`config.mk`:
```
export PLATFORM = sky130hd
export DESIGN_NAME = decimal_req_arbiter
export DESIGN_NICKNAME = d
export VERILOG_FILES = /design/src/rtl/arb_pkg.sv /design/src/rtl/onehot10_to_bcd.sv /design/src/rtl/decimal_req_arbiter.sv
export SDC_FILE = /design/constraint.sdc
export NUM_CORES = 1
export LEC_CHECK = 0
export BUFFER_PORTS_ARGS = -buffer_cell sky130_fd_sc_hd__buf_2
export CORE_MARGIN = 4
export CORE_UTILIZATION = 63
export DETAILED_ROUTE_END_ITERATION = 10
export HOLD_SLACK_MARGIN = 0.05
export PLACE_DENSITY = 0.82
export SYNTH_ARGS = -nofsm -noshare
export SYNTH_HDL_FRONTEND = slang
export SYNTH_SLANG_ARGS = --single-unit
```
`constraint.sdc`:
```
create_clock -name clk -period 12.7 [get_ports clk]
set_input_delay 2.54 -clock clk [delete_from_list [all_inputs] [get_ports clk]]
set_output_delay 2.54 -clock clk [all_outputs]
set_load 0.05 [all_outputs]
```
`src/rtl/arb_pkg.sv`:
```
// Shared definitions for the ten-way decimal request arbiter and its
// one-hot to BCD helper.
//   N_REQ       : number of requesters (indices 0..9)
//   BCD_W       : width of a BCD requester index
//   arb_state_t : arbiter FSM state
//   wrap_inc    : modulo-10 increment of a BCD index
package arb_pkg;

  localparam int N_REQ = 10;
  localparam int BCD_W = 4;

  typedef enum logic {
    IDLE  = 1'b0,
    GRANT = 1'b1
  } arb_state_t;

  // 9 (and any out-of-range code) wraps back to 0.
  function automatic logic [BCD_W-1:0] wrap_inc(input logic [BCD_W-1:0] v);
    return (v >= 4'd9) ? 4'd0 : v + 4'd1;
  endfunction

endpackage

```
`src/rtl/onehot10_to_bcd.sv`:
```
// Combinational 10-bit one-hot to 4-bit BCD index encoder.
//   onehot : in  10 -- one-hot vector, bit i selects index i
//   bcd    : out 4  -- BCD index 0000..1001; 0000 for zero or multi-hot input
module onehot10_to_bcd
  import arb_pkg::*;
(
  input  logic [N_REQ-1:0] onehot,
  output logic [BCD_W-1:0] bcd
);

  always_comb begin
    bcd = '0;
    case (onehot)
      10'b00_0000_0001: bcd = 4'd0;
      10'b00_0000_0010: bcd = 4'd1;
      10'b00_0000_0100: bcd = 4'd2;
      10'b00_0000_1000: bcd = 4'd3;
      10'b00_0001_0000: bcd = 4'd4;
      10'b00_0010_0000: bcd = 4'd5;
      10'b00_0100_0000: bcd = 4'd6;
      10'b00_1000_0000: bcd = 4'd7;
      10'b01_0000_0000: bcd = 4'd8;
      10'b10_0000_0000: bcd = 4'd9;
      default:          bcd = '0;
    endcase
  end

endmodule

```
`src/rtl/decimal_req_arbiter.sv`:
```
// Round-robin arbiter sharing one downstream resource among ten requesters.
// A grant is held while its owner keeps requesting, up to MAX_HOLD cycles,
// and every ownership ends with one idle bubble cycle.
//   clk         : in  1  -- rising-edge clock
//   rst_n       : in  1  -- asynchronous active-low reset
//   req         : in  10 -- request lines, bit i = requester i
//   grant       : out 10 -- registered one-hot grant, zero when idle
//   grant_bcd   : out 4  -- registered BCD index of the owner, 0000 when idle
//   grant_valid : out 1  -- registered, high while a grant is active
//   forced_rel  : out 1  -- registered one-cycle pulse on hold-limit timeout
module decimal_req_arbiter
  import arb_pkg::*;
#(
  parameter int MAX_HOLD = 15
) (
  input  logic             clk,
  input  logic             rst_n,
  input  logic [N_REQ-1:0] req,
  output logic [N_REQ-1:0] grant,
  output logic [BCD_W-1:0] grant_bcd,
  output logic             grant_valid,
  output logic             forced_rel
);

  localparam logic [BCD_W-1:0] HOLD_LIMIT = BCD_W'(MAX_HOLD);

  arb_state_t       state, state_n;
  logic [BCD_W-1:0] ptr, ptr_n;
  logic [BCD_W-1:0] owner, owner_n;
  logic [BCD_W-1:0] hold_cnt, hold_n;
  logic             forced_n;
  logic [N_REQ-1:0] grant_n;
  logic [BCD_W-1:0] bcd_n;

  // First set request scanning start, start+1, ..., 9, 0, ..., start-1.
  function automatic logic [BCD_W-1:0] rr_pick(input logic [N_REQ-1:0] r,
                                               input logic [BCD_W-1:0] start);
    logic [BCD_W-1:0] idx;
    logic [BCD_W-1:0] sel;
    logic             found;
    idx   = start;
    sel   = start;
    found = 1'b0;
    for (int i = 0; i < N_REQ; i++) begin
      if (!found && r[idx]) begin
        found = 1'b1;
        sel   = idx;
      end
      idx = wrap_inc(idx);
    end
    return sel;
  endfunction

  always_comb begin
    state_n  = state;
    ptr_n    = ptr;
    owner_n  = owner;
    hold_n   = hold_cnt;
    forced_n = 1'b0;
    case (state)
      IDLE: begin
        if (|req) begin
          owner_n = rr_pick(req, ptr);
          hold_n  = 4'd1;
          state_n = GRANT;
        end
      end
      GRANT: begin
        // A voluntary release wins over a timeout landing on the same edge.
        if (!req[owner]) begin
          state_n = IDLE;
          ptr_n   = wrap_inc(owner);
          hold_n  = '0;
        end else if (hold_cnt == HOLD_LIMIT) begin
          state_n  = IDLE;
          ptr_n    = wrap_inc(owner);
          hold_n   = '0;
          forced_n = 1'b1;
        end else begin
          hold_n = hold_cnt + 4'd1;
        end
      end
      default: state_n = IDLE;
    endcase
  end

  // Outputs are registered from the next-state view so the grant appears
  // on the same edge that moves the FSM into GRANT.
  assign grant_n = (state_n == GRANT) ? (N_REQ'(1) << owner_n) : '0;

  onehot10_to_bcd u_bcd (
    .onehot (grant_n),
    .bcd    (bcd_n)
  );

  always_ff @(posedge clk or negedge rst_n) begin
    if (!rst_n) begin
      state       <= IDLE;
      ptr         <= '0;
      owner       <= '0;
      hold_cnt    <= '0;
      grant       <= '0;
      grant_bcd   <= '0;
      grant_valid <= 1'b0;
      forced_rel  <= 1'b0;
    end else begin
      state       <= state_n;
      ptr         <= ptr_n;
      owner       <= owner_n;
      hold_cnt    <= hold_n;
      grant       <= grant_n;
      grant_bcd   <= bcd_n;
      grant_valid <= (state_n == GRANT);
      forced_rel  <= forced_n;
    end
  end

endmodule

```
==> metrics.md, run 1 <==
| Metric | Value |
|---|---|
| Top-count cell post-synth | `nand2_1` |
| ANT cells | `0` |
| Die ar. | `8980 um^2` |
| Skew-Pair Late Insertion Delay | `0.27 ns` |
| Final ANT Viol Nets | `0` |
| GR Overflow Total | `0` |
| Core footprint | `7290 um^2` |
| XOR/XNOR share of the synthesized area | `0.0156` |
| Wire per inst | `20.2 um` |
| Mean Syn Cell Area | `7.98 um^2` |
| CTS tree | `done` |
| Worst-path clk slew | `0.09 ns` |
| Critical Path Sink Type | `register` |
| Worst Path Required | `12.90 ns` |
| Synth area leader | `dfrtp_1` |
| Synth unique cells | `105` |
| Port Buffers | `27` |
| Period utilisation layout | `0.936` |
| Final Skew | `0.00525 ns` |
| Gpl congestion | `0.997` |
| Number of synthesized flops with an enable pin | `0` |
| Crit Path Max Fanout | `11` |
| Starting Density | `0.650` |
| DRC Markers | `0` |
| Fillers | `625` |
| Critical Setup Path Class | `register to register` |
| Startpoint types | `register` |
| Minimum clock period | `11.89 ns` |
| Total clock sinks | `28` |
| Row cnt | `31` |
| CP max stage cell | `dfrtp_1` |
| DR pass1 iterations | `5` |
| Mux share of post-synthesis cell area | `0.128` |
| FFs w/ async S/R, synth | `1.00` |
| Complex-gate fraction of the synthesized area | `0.337` |
| Via density | `7.18` |
| IO Pins | `28` |
| Worst Path Buf+Inv | `7` |
| Worst-Margin Slew | `0.955 ns` |
| Status | `finished clean` |
| Die height | `94.8 um` |
| Crit-path leading delay family | `simple AND/OR/NAND/NOR gates` |
| Post-synthesis adder-cell area fraction | `0.0818` |
| Antenna violations before repair | `0` |
| Post-Syn Nets | `637` |
| DP HPWL | `10300 um` |
| Yosys reg bits | `28` |
| Starting DRT DRC Count | `480` |
| Worst Path Arrival | `12.08 ns` |
| Synthesized area | `4740 um^2` |
| Post-synth top flop | `dfrtp_1` |
| Vias | `4996` |
| Layout cells sized above 1 | `0.156` |
| Simple-Gate Fraction of Synth Area | `0.234` |
| Yosys top cell area share | `0.148` |
| All-Layer GR Usage | `0.308` |
| Sequential share of the synthesized area | `0.148` |
| CTS Buf Count | `3` |
| TNS Setup | `0 ns` |
| # setup viols final | `0` |
| DRT Wirelength | `14000 um` |
| Main combinational cell family by area after synthesis | `compound AO/OA/AOI/OAI gates` |
| Area contributors post-synth | `dfrtp_1, mux2i_1, ha_1` |
| Crit path largest cell delay | `0.49 ns` |
| Final nets | `641` |
| Max-Cap Viols | `0` |
| Die W | `94.8 um` |
| Largest net degree at the start of global routing | `29` |
| Max-slew violations | `0` |
| Fmax | `84.1 MHz` |
| Slew margin rel. | `0.359` |
| Hold-fix buffers at CTS | `0` |
| Yosys warnings | `0` |
| Most common cell on crit path | `ha_1` |
| Clock Tree Buf Depth | `2` |
| Mapped Cells | `594` |
| First-pass GRT wire length | `22500 um` |
| Worst hold path type | `register to register` |
| Final hold violations | `0` |
| H-tree depth | `1` |
| Commonest cells post-synth | `nand2_1, nor2_1, mux2i_1` |
| Area delta synth->final | `5.75%` |
| Vias in the first global route | `4596` |
| Root buffer cell | `clkbuf_8` |
sequential cells by signal, summed over array words and instances, names as in the netlist:
signal      flops
grant          10
forced_rel      1
hold_cnt        4
owner           4
ptr             4
grant_bcd       4
state           1
routing by layer:
| metal | vias up | routed length, um | GRT usage |
|---|---|---|---|
| met3 | 60 | 1140 | 0.0335 |
| met4 | 0 | 595 | 0.139 |
| met2 | 276 | 6530 | 0.496 |
| met5 | - | 0 | 0 |
| met1 | 2367 | 5780 | 0.416 |
| li1 | 2293 | - | - |
worst register-to-register path, delay by kind of cell (launching register included):
kind                     cells  cell delay, ns
AO/OA/AOI/OAI               14            3.61
AND/OR/NAND/NOR             23            4.48
adder cells (fa/ha/maj)      9            1.96
buffers and inverters        7            1.04
multiplexers                 1            0.26
flip-flops                   1            0.49
through the flow:
stage	hold WS [ns]	utilization	instance area (um^2)	cells	setup WS (ns)
6_report	0.512	0.688	5010	696	0.813
4_1_cts	0.512	0.679	4950	695	0.126
5_1_grt	0.543	0.688	5010	696	-0.0310
3_5_place_dp	0.479	0.669	4880	691	0.187
3_3_place_gp	0.470	0.669	4880	691	0.747
2_1_floorplan	0.444	-	4740	594	1.92
cell families after synthesis:
family | after synthesis
flip-flops | 28
XOR/XNOR | 6
multiplexers | 52
buffers and inverters | 67
adder cells (fa/ha/maj) | 31
AO/OA/AOI/OAI | 197
AND/OR/NAND/NOR | 213
cell usage in the layout, fill, tap and decap left out, types with 4 or more instances in the layout:
cell type  synthesis  final
nand2_1           55     54
o21a_1             4      4
nor2b_1            9      9
inv_2              4      4
a21o_1             4      4
a211oi_1           9      8
a21oi_1           29     28
a32oi_1            4      4
nand3_1           28     26
buf_2             10     27
o31ai_1            4      4
and2_1             7      7
o22ai_1           10     10
mux4_2             6      6
nand4_1            4      4
o21ai_0           20     20
inv_1             31     31
nand3b_1           5      5
a31oi_1            8      7
nor4_1             5      5
and3_1             7      7
ha_1              31     31
dfrtp_1           28     27
nand2b_1          14     14
nor2_1            47     46
o21ai_1            7      7
a22oi_1            4      4
mux2i_1           39     39
mux2_2             5      5
a311oi_1           4      4
nor3_1            12     12
o32ai_1           10     10
o211ai_1          12     12
final cells by class:
cell class	instances	area [um^2]	share of cell area
clock buffer	3	41.3	0.00823
clock inverter	1	30.0	0.00599
inverter	38	145	0.0289
multi-input combinational	499	3830	0.764
sequential	28	702	0.140
tap	99	124	0.0247
timing repair buffer	28	143	0.0284
worst paths after layout:
| path | start | to | slack [ns] | depth (start not counted) |
|---|---|---|---|---|
| max | ptr[1]$_DFFE_PN0P_ | grant[1]$_DFF_PN0_ | 0.81 | 54 |
| min | hold_cnt[3]$_DFFE_PN0P_ | hold_cnt[3]$_DFFE_PN0P_ | 0.51 | 1 |
| max reg2reg | ptr[1]$_DFFE_PN0P_ | grant[1]$_DFF_PN0_ | 0.81 | 54 |
| min reg2reg | hold_cnt[3]$_DFFE_PN0P_ | hold_cnt[3]$_DFFE_PN0P_ | 0.51 | 1 |
| max in group asynchronous | rst_n | ptr[0]$_DFFE_PN0P_ | 10.01 | 1 |
| min in group asynchronous | rst_n | forced_rel$_DFF_PN0_ | 2.26 | 1 |
timing repair:
| action | 4_1_cts | 5_1_grt |
|---|---|---|
| endpoints found under the setup margin | 0 | 18 |
| buffers inserted | 0 | 1 |
| gates resized for setup | 0 | 12 |
Power of run 1 is not shown: default switching activity piles up to over one toggle a cycle in this logic, so the estimate is an artifact.
==> run 2, diff against run 1 <==
--- a/config.mk
+++ b/config.mk
@@ -6,7 +6,7 @@
 export NUM_CORES = 1
 export LEC_CHECK = 0
 export BUFFER_PORTS_ARGS = -buffer_cell sky130_fd_sc_hd__buf_2
-export CORE_MARGIN = 4
+export CORE_MARGIN = 5
 export CORE_UTILIZATION = 63
 export DETAILED_ROUTE_END_ITERATION = 10
 export HOLD_SLACK_MARGIN = 0.05
==> run 2 against run 1 <==
Wire length rose by 1.4%. Maximum frequency rose by 1.4%. Clock skew fell by 0.0035 ns. Global-route usage fell by 1.9 points. Via count rose by 0.88%. Final cell count fell by 0.14%. Clock-buffer cell count did not move. Critical endpoint is now grant[7]$_DFF_PN0_. Core utilization did not move. Design area did not move.
==> metrics.md, run 2 (synthesis gave the netlist of run 1 again) <==
| Metric | Value |
|---|---|
| Status | `finished clean` |
| Via density | `7.25` |
| DRT Wirelength | `14200 um` |
| Final std cells w/o fill | `695` |
| Final setup margin | `0.974 ns` |
| Row cnt | `31` |
| Most flop-heavy register | `grant` |
| Vias in the first global route | `4686` |
| Final nets | `640` |
| GR Overflow Total | `0` |
| Dpl cells | `691` |
| Root buffer cell | `clkbuf_8` |
| Hold-fix buffers at CTS | `0` |
| Wire per inst | `20.5 um` |
| Port Buffers | `27` |
| Gpl congestion | `0.992` |
| Max-slew violations | `0` |
| Most common cell on crit path | `ha_1` |
| CTS Buf Count | `3` |
| CTS tree | `done` |
| Layout cells sized above 1 | `0.158` |
| Final hold violations | `0` |
| Worst Path Buf+Inv | `8` |
| Clock Tree Buf Depth | `2` |
| Worst Reg-to-Reg Cells | `52` |
| Final Skew | `0.00175 ns` |
| Most common cell after layout, fill and taps aside | `nand2_1` |
| Die height | `96.8 um` |
| Starting DRT DRC Count | `443` |
| All-Layer GR Usage | `0.290` |
| Worst hold path type | `register to register` |
| Slew margin rel. | `0.352` |
| Period utilisation layout | `0.923` |
| Total clock sinks | `28` |
| H-tree depth | `1` |
| Skew-Pair Late Insertion Delay | `0.28 ns` |
| R2R Path Start | `ptr[1]$_DFFE_PN0P_` |
| First-pass GRT wire length | `23100 um` |
| Setup Buffers After CTS | `0` |
| Worst-path clk slew | `0.09 ns` |
| Pre-CTS setup slack | `0.274 ns` |
| TNS Setup | `0 ns` |
| Crit Path Max Fanout | `14` |
| # setup viols final | `0` |
| Critical Path Sink Type | `register` |
| ANT cells | `0` |
| Crit path largest cell delay | `0.49 ns` |
| Worst Path Required | `12.91 ns` |
| Worst setup endpoint | `grant[7]$_DFF_PN0_` |
| Final ANT Viol Nets | `0` |
| DRC Markers | `0` |
| R2r setup slk | `0.97 ns` |
| CP max stage cell | `dfrtp_1` |
| DR pass1 iterations | `5` |
| Largest net degree at the start of global routing | `29` |
| IO Pins | `28` |
| Die W | `96.8 um` |
| Crit path launch | `ptr[1]$_DFFE_PN0P_` |
| Minimum clock period | `11.73 ns` |
| Max-Cap Viols | `0` |
| RSZ-0062 raised after global routing | `false` |
| Critical Setup Path Class | `register to register` |
| Core footprint | `7290 um^2` |
| Worst path depth | `52` |
| Most frequent cells in the layout | `nand2_1, nor2_1, mux2i_1, inv_1, ha_1` |
| Vias | `5040` |
| Die ar. | `9360 um^2` |
| Worst-Margin Slew | `0.965 ns` |
| Starting Density | `0.650` |
| Fmax | `85.3 MHz` |
| Crit Reg-Reg Endpoint | `grant[7]$_DFF_PN0_` |
| Area delta synth->final | `5.75%` |
| Antenna violations before repair | `0` |
| Startpoint types | `register` |
| DP HPWL | `10500 um` |
| Worst Path Arrival | `11.94 ns` |
| Crit-path leading delay family | `simple AND/OR/NAND/NOR gates` |
| Max reg flops | `10` |
| CTS resizes | `0` |
==> run 2: cell types whose count changed in the layout (fill, tap and decap cells not counted), sizes merged <==
cell and change:
buf -1, inv +1, clkinv -1
==> run 2: worst min path at each step <==
stage / endpoint / cells after the start / slack (ns) / start
final: hold_cnt[3]$_DFFE_PN0P_ / 1 / 0.49 / hold_cnt[3]$_DFFE_PN0P_
after floorplan: hold_cnt[3]$_DFFE_PN0P_ / 1 / 0.44 / hold_cnt[3]$_DFFE_PN0P_
after detailed placement: hold_cnt[3]$_DFFE_PN0P_ / 1 / 0.47 / hold_cnt[3]$_DFFE_PN0P_
after global routing: hold_cnt[3]$_DFFE_PN0P_ / 1 / 0.51 / hold_cnt[3]$_DFFE_PN0P_
after CTS: hold_cnt[3]$_DFFE_PN0P_ / 1 / 0.49 / hold_cnt[3]$_DFFE_PN0P_
after global placement: hold_cnt[3]$_DFFE_PN0P_ / 1 / 0.47 / hold_cnt[3]$_DFFE_PN0P_
==> run 2: through the flow <==
step / cell area [um^2] / hold slack (ns) / util
after floorplan: 4740 / 0.444 / -
after global placement: 4880 / 0.467 / 0.669
after detailed placement: 4880 / 0.474 / 0.669
after CTS: 4950 / 0.492 / 0.679
after global routing: 5010 / 0.511 / 0.688
final: 5010 / 0.495 / 0.688
==> run 2: per-layer routing <==
layer | vias to the layer above | share of wire | wire length (um) | track usage
li1 | 2294 | - | - | -
met1 | 2360 | 0.40 | 5670 | 0.383
met2 | 329 | 0.47 | 6760 | 0.486
met3 | 57 | 0.096 | 1370 | 0.0324
met4 | 0 | 0.031 | 444 | 0.106
met5 | - | 0 | 0 | 0
==> run 2: area by class of cell <==
cell class / count / area, um^2
fillers: 627 / 2280
repair buffers: 27 / 135
well taps: 99 / 124
clock inverters: 1 / 30.0
multi-input cells: 499 / 3840
clock buffers: 3 / 41.3
inverters: 38 / 145
flip-flops and latches: 28 / 702
Power of run 2 is left out for the same reason.
